<file path="src/rtl/alu_req_arbiter.sv">
// rtl/alu_req_arbiter.sv - two-requester round-robin front end for one shared ALU
//
// Ports:
//   clk, rst_n                   clock, asynchronous active-low reset
//   r0_valid/r0_ready, r0_a/r0_b/r0_ctrl   requester 0 handshake, operands and opcode
//   r1_valid/r1_ready, r1_a/r1_b/r1_ctrl   requester 1 handshake, operands and opcode
//   alu_a, alu_b, alu_ctrl       registered operands/opcode held on the shared ALU
//   alu_result, alu_overflow     ALU outputs, sampled on the last execute cycle
//   rsp_valid/rsp_ready          response handshake
//   rsp_id, rsp_result, rsp_overflow, rsp_err   response owner, data and flags
module alu_req_arbiter #(
    parameter int EXEC_CYCLES = 1
) (
    input  logic        clk,
    input  logic        rst_n,
    input  logic        r0_valid,
    output logic        r0_ready,
    input  logic [31:0] r0_a,
    input  logic [31:0] r0_b,
    input  logic [4:0]  r0_ctrl,
    input  logic        r1_valid,
    output logic        r1_ready,
    input  logic [31:0] r1_a,
    input  logic [31:0] r1_b,
    input  logic [4:0]  r1_ctrl,
    output logic [31:0] alu_a,
    output logic [31:0] alu_b,
    output logic [4:0]  alu_ctrl,
    input  logic [31:0] alu_result,
    input  logic        alu_overflow,
    output logic        rsp_valid,
    input  logic        rsp_ready,
    output logic        rsp_id,
    output logic [31:0] rsp_result,
    output logic        rsp_overflow,
    output logic        rsp_err
);

    typedef enum logic [1:0] {
        IDLE = 2'd0,
        EXEC = 2'd1,
        RESP = 2'd2
    } state_t;

    // Counter is loaded with EXEC_CYCLES-1 so that reaching zero marks the last execute cycle.
    localparam logic [1:0] CNT_INIT = 2'(EXEC_CYCLES - 1);

    state_t      state_q, state_d;
    logic        ptr_q;          // 0: r0 wins a tie, 1: r1 wins a tie
    logic [31:0] a_q, b_q;
    logic [4:0]  ctrl_q;
    logic        id_q;
    logic [1:0]  cnt_q;
    logic [31:0] res_q;
    logic        ovf_q;
    logic        err_q;
    logic        accept;
    logic        illegal_op;
    logic        ovf_op;

    assign illegal_op = (ctrl_q > 5'b10101);
    assign ovf_op     = (ctrl_q == 5'b00011) || (ctrl_q == 5'b00100);

    always_comb begin
        state_d  = state_q;
        r0_ready = 1'b0;
        r1_ready = 1'b0;
        case (state_q)
            IDLE: begin
                r0_ready = r0_valid & (~r1_valid | ~ptr_q);
                r1_ready = r1_valid & (~r0_valid |  ptr_q);
                if (r0_ready || r1_ready) begin
                    state_d = EXEC;
                end
            end
            EXEC: begin
                if (cnt_q == 2'd0) begin
                    state_d = RESP;
                end
            end
            RESP: begin
                if (rsp_ready) begin
                    state_d = IDLE;
                end
            end
            default: state_d = IDLE;
        endcase
    end

    assign accept = r0_ready | r1_ready;

    always_ff @(posedge clk or negedge rst_n) begin
        if (!rst_n) begin
            state_q <= IDLE;
        end else begin
            state_q <= state_d;
        end
    end

    always_ff @(posedge clk or negedge rst_n) begin
        if (!rst_n) begin
            ptr_q  <= 1'b0;
            a_q    <= '0;
            b_q    <= '0;
            ctrl_q <= '0;
            id_q   <= 1'b0;
            cnt_q  <= '0;
            res_q  <= '0;
            ovf_q  <= 1'b0;
            err_q  <= 1'b0;
        end else if (accept) begin
            // Only one ready can be high; r1_ready alone selects the winner.
            a_q    <= r1_ready ? r1_a    : r0_a;
            b_q    <= r1_ready ? r1_b    : r0_b;
            ctrl_q <= r1_ready ? r1_ctrl : r0_ctrl;
            id_q   <= r1_ready;
            ptr_q  <= r0_ready;   // favour the other requester next time
            cnt_q  <= CNT_INIT;
        end else if (state_q == EXEC) begin
            if (cnt_q == 2'd0) begin
                res_q <= illegal_op ? 32'd0 : alu_result;
                ovf_q <= ovf_op & alu_overflow;
                err_q <= illegal_op;
            end else begin
                cnt_q <= cnt_q - 2'd1;
            end
        end
    end

    assign alu_a        = a_q;
    assign alu_b        = b_q;
    assign alu_ctrl     = ctrl_q;
    assign rsp_valid    = (state_q == RESP);
    assign rsp_id       = id_q;
    assign rsp_result   = res_q;
    assign rsp_overflow = ovf_q;
    assign rsp_err      = err_q;

endmodule
</file>
<file path="config.mk">
export PLATFORM = sky130hd
export DESIGN_NAME = alu_req_arbiter
export DESIGN_NICKNAME = d
export VERILOG_FILES = /design/src/rtl/alu_req_arbiter.sv
export SDC_FILE = /design/constraint.sdc
export NUM_CORES = 1
export LEC_CHECK = 0
export BUFFER_PORTS_ARGS = -buffer_cell sky130_fd_sc_hd__buf_2
export CAP_MARGIN = 20
export CORE_MARGIN = 2
export CORE_UTILIZATION = 25
export DETAILED_ROUTE_END_ITERATION = 16
export PLACE_DENSITY = 0.6
export SYNTH_ARGS = -nofsm -noshare
export SYNTH_HDL_FRONTEND = slang
export SYNTH_SLANG_ARGS = --single-unit
</file>
<file path="constraint.sdc">
create_clock -name clk -period 2.42 [get_ports clk]
set_clock_uncertainty 0.2 [all_clocks]
set_input_delay 0.121 -clock clk [delete_from_list [all_inputs] [get_ports clk]]
set_output_delay 0.121 -clock clk [all_outputs]
set_load 0.005 [all_outputs]
</file>
==> impl_metrics.ini <==
[outcome]
status = finished clean

[timing]
finalSetupTns_ns = 0
finalWorstPathRequiredPeriod_ns = 2.38
timing.final.setup_violations = 0
worst_pin_slew_ns = 0.632
layout_setup_ws_ns = 0.0387
min_period_over_period_pct = 98.4
maxSlewHeadroom_pct = 57.9
fmaxAchievable_ghz = 0.420
slew_viol_final = 0
rsz_0062_raised_after_global_routing = yes
hold_violations = 0

[cts]
cts.htree.levels = 3
clock_tree_from_tritoncts = yes
clock_edge_transition_at_the_registers_on_the_reported_setup_and_hold_paths_ns = 0.08
cts_inserted_buffers = 9
postCtsSetupBuffers = 0
cts-root-to-sink-buffers = 2
clk_root_buffer_cell = sky130_fd_sc_hd__clkbuf_16
clkLatencyLatePin_ns = 0.35
clock_sink_count = 109

[floorplan]
initial_standard_cell_utilization_of_the_core_pct = 25.6
overall_die_area_um2 = 24500
fp.dieW_um = 156
pin_count = 283
std_cell_rows = 55
coreArea_um2 = 22700
fp.dieH_um = 156

[synthesis]
mappedNetlistArea_um2 = 5810
postSynthCellCount = 580
mappedNetlistNets = 757
synth_enable_flop_cells = 0
postSynth.asyncResetShare_pct = 100
synth.avg_cell_area_um2 = 10.0
synth_top_cells_by_count = sky130_fd_sc_hd__dfrtp_1, sky130_fd_sc_hd__o21ai_0, sky130_fd_sc_hd__inv_1
yosysWarnings = 0
postSynthRegisterBits = 109
synthDistinctLibCells = 31
synth_most_common_cell = sky130_fd_sc_hd__dfrtp_1
synth.top_cell.area_share_pct = 46.9
ys_dominant_reg_cell = sky130_fd_sc_hd__dfrtp_1
synth_area_leaders = sky130_fd_sc_hd__dfrtp_1, sky130_fd_sc_hd__o311ai_2, sky130_fd_sc_hd__o21ai_0
synth_sequential_area_ratio_pct = 46.9
synth_area_leader_cell = sky130_fd_sc_hd__dfrtp_1

[power]
power.density_cell_area_nw_per_um2 = 1160
max-vdd-ir-drop_v = 0.000521
p_leak_nw = 4.45

[routing]
via_per_inst = 4.82
route.vias.total = 6204
drt_pass1_iterations = 5
first_iter_violations = 424
wl_per_cell_um = 16.4
totalWireLength_um = 21200
detail-route-antenna-nets = 0
route.detailed.drc = 0

[placed_design]
dp_slack_ns = 0.625
placed_cells = 1098
port_buffers = 282
hpwlAfterDp_um = 13100
gpl.final_weighted_congestion = 0.721
placedInstanceArea_um2 = 7500

[critical_path]
critPathMaxStageDelay_ns = 0.58
path_class = reg -> reg
crit_fanout = 64
critical_path_arrival_ns = 2.42
worstSetupEndpointType = register
path_cells = or2_2 > buf_12 > o21ai_0 > o311ai_2 > dlygate4sd3_1
critPathRequiredTime_ns = 2.46
slowest_stage_cell_on_the_critical_path = sky130_fd_sc_hd__dlygate4sd3_1
crit_path_start_kind = register

[run]
drv_cap = 0

[hold_path]
min-delay-path-class = in -> reg

[cells_and_area]
fillers = 2207
final_std_cell_area_no_fill_um2 = 9530
finalNetCount = 1174
syn2layout_area_growth_pct = 64.0
instances_no_fill = 1288
multi_input_comb_area_um2 = 2530
final-seq-area_um2 = 2730
layout-drive-gt1-share_pct = 38.7

[grt]
grt_pass1_vias = 6401
first_pass_grt_wire_length_um = 33000
grtUsageTotal_pct = 17.0
grt_max_degree = 110
antenna_found_initial = 1
grt_overflow_total = 0
-- state kept, by name, summed over array words and instances (netlist names) --
| name | count |
|---|---|
| alu_ctrl | 5 |
| rsp_id | 1 |
| rsp_err | 1 |
| ptr_q | 1 |
| alu_b | 32 |
| state_q | 2 |
| cnt_q | 2 |
| rsp_result | 32 |
| alu_a | 32 |
| rsp_overflow | 1 |
-- cell usage in the layout (no fill, tap or decap), types with 2 or more instances in the layout --
cell type | Yosys | final
sky130_fd_sc_hd__buf_2 | 8 | 281
sky130_fd_sc_hd__dlygate4sd3_1 | 0 | 173
sky130_fd_sc_hd__dfrtp_1 | 109 | 109
sky130_fd_sc_hd__o21ai_0 | 102 | 97
sky130_fd_sc_hd__inv_1 | 73 | 73
sky130_fd_sc_hd__nand4_1 | 69 | 69
sky130_fd_sc_hd__o311ai_2 | 68 | 68
sky130_fd_sc_hd__nand2_1 | 66 | 66
sky130_fd_sc_hd__clkbuf_16 | 0 | 9
sky130_fd_sc_hd__buf_4 | 0 | 9
sky130_fd_sc_hd__buf_12 | 0 | 7
sky130_fd_sc_hd__o21ai_1 | 0 | 5
sky130_fd_sc_hd__nor2_1 | 5 | 3
sky130_fd_sc_hd__nor2_4 | 0 | 2
sky130_fd_sc_hd__nand2b_1 | 3 | 2
sky130_fd_sc_hd__a21oi_1 | 2 | 2
sky130_fd_sc_hd__clkinvlp_4 | 0 | 2
-- layer usage --
metal  track usage [%]  part of all wire (%)  routed length, um  vias up
met5                 0                     0                  0        -
met4              4.24                   1.3                280        0
met3              4.76                   8.1               1710       16
met2              29.9                    49              10300      264
met1              20.4                    42               8870     2991
li1                  -                     -                  -     2933
-- final timing paths --
kind | start | end | slack, ns | cells past startpoint
max in group asynchronous | rst_n | alu_b[23] | 1.36 | 3
max | state_q[0] | alu_b[19] | 0.04 | 5
min reg2reg | rsp_result[14] | rsp_result[14] | 0.28 | 2
max reg2reg | state_q[0] | alu_b[19] | 0.04 | 5
min | alu_overflow | rsp_overflow | 0.03 | 3
min in group asynchronous | rst_n | rsp_result[16] | 0.18 | 3
-- metrics by stage --
stage | power, W | hold WS [ns] | utilization, %
floorplan | 0.00626 | -0.375 | -
CTS | 0.0110 | 0.0120 | 42.0
detailed placement | 0.00822 | 0.0543 | 33.0
global placement | 0.00815 | 0.0586 | 33.0
global route | 0.0119 | 0.0378 | 42.0
finish | 0.0110 | 0.0309 | 42.0
-- repair_timing --
item | in CTS | in global routing
hold endpoints to repair | 212 | 0
gates resized for setup | 0 | 5
endpoints found under the setup margin | 0 | 38
hold buffers | 173 | 0
-- kinds of logic after synthesis --
logic type	after synthesis	synth area share, %
AOI/OAI and AO/OA	179	28.9
xor gates and xnor gates	1	0.151
muxes	1	0.194
adders and majority gates	1	0.215
DFF	109	46.9
buffers and inverters	137	10.1
and+or+nand+nor	152	13.5
-- power breakdown --
part / leakage (nW) / internal, W / total, W / switching [W]
combinational: 2.98 / 0.00319 / 0.00625 / 0.00306
sequential: 1.33 / 0.00273 / 0.00322 / 0.000492
clock: 0.141 / 0.000816 / 0.00156 / 0.000749
total: 4.45 / 0.00674 / 0.0110 / 0.00430
-- area by class of cell --
cell class,count,area share (%)
clock inverters,6,0.735
diodes,1,0.0263
flip-flops and latches,109,28.6
well taps,285,3.74
multi-input cells,334,26.5
clock buffers,10,2.40
repair buffers,470,35.1
inverters,73,2.87
-- critical path, delay by kind of cell, from the launching register on --
kind,cells,cell delay [ns]
flops,1,0.44
simple gates,1,0.39
buf+inv,2,0.80
compound gates,2,0.41
(Power assumes the default switching activity.)
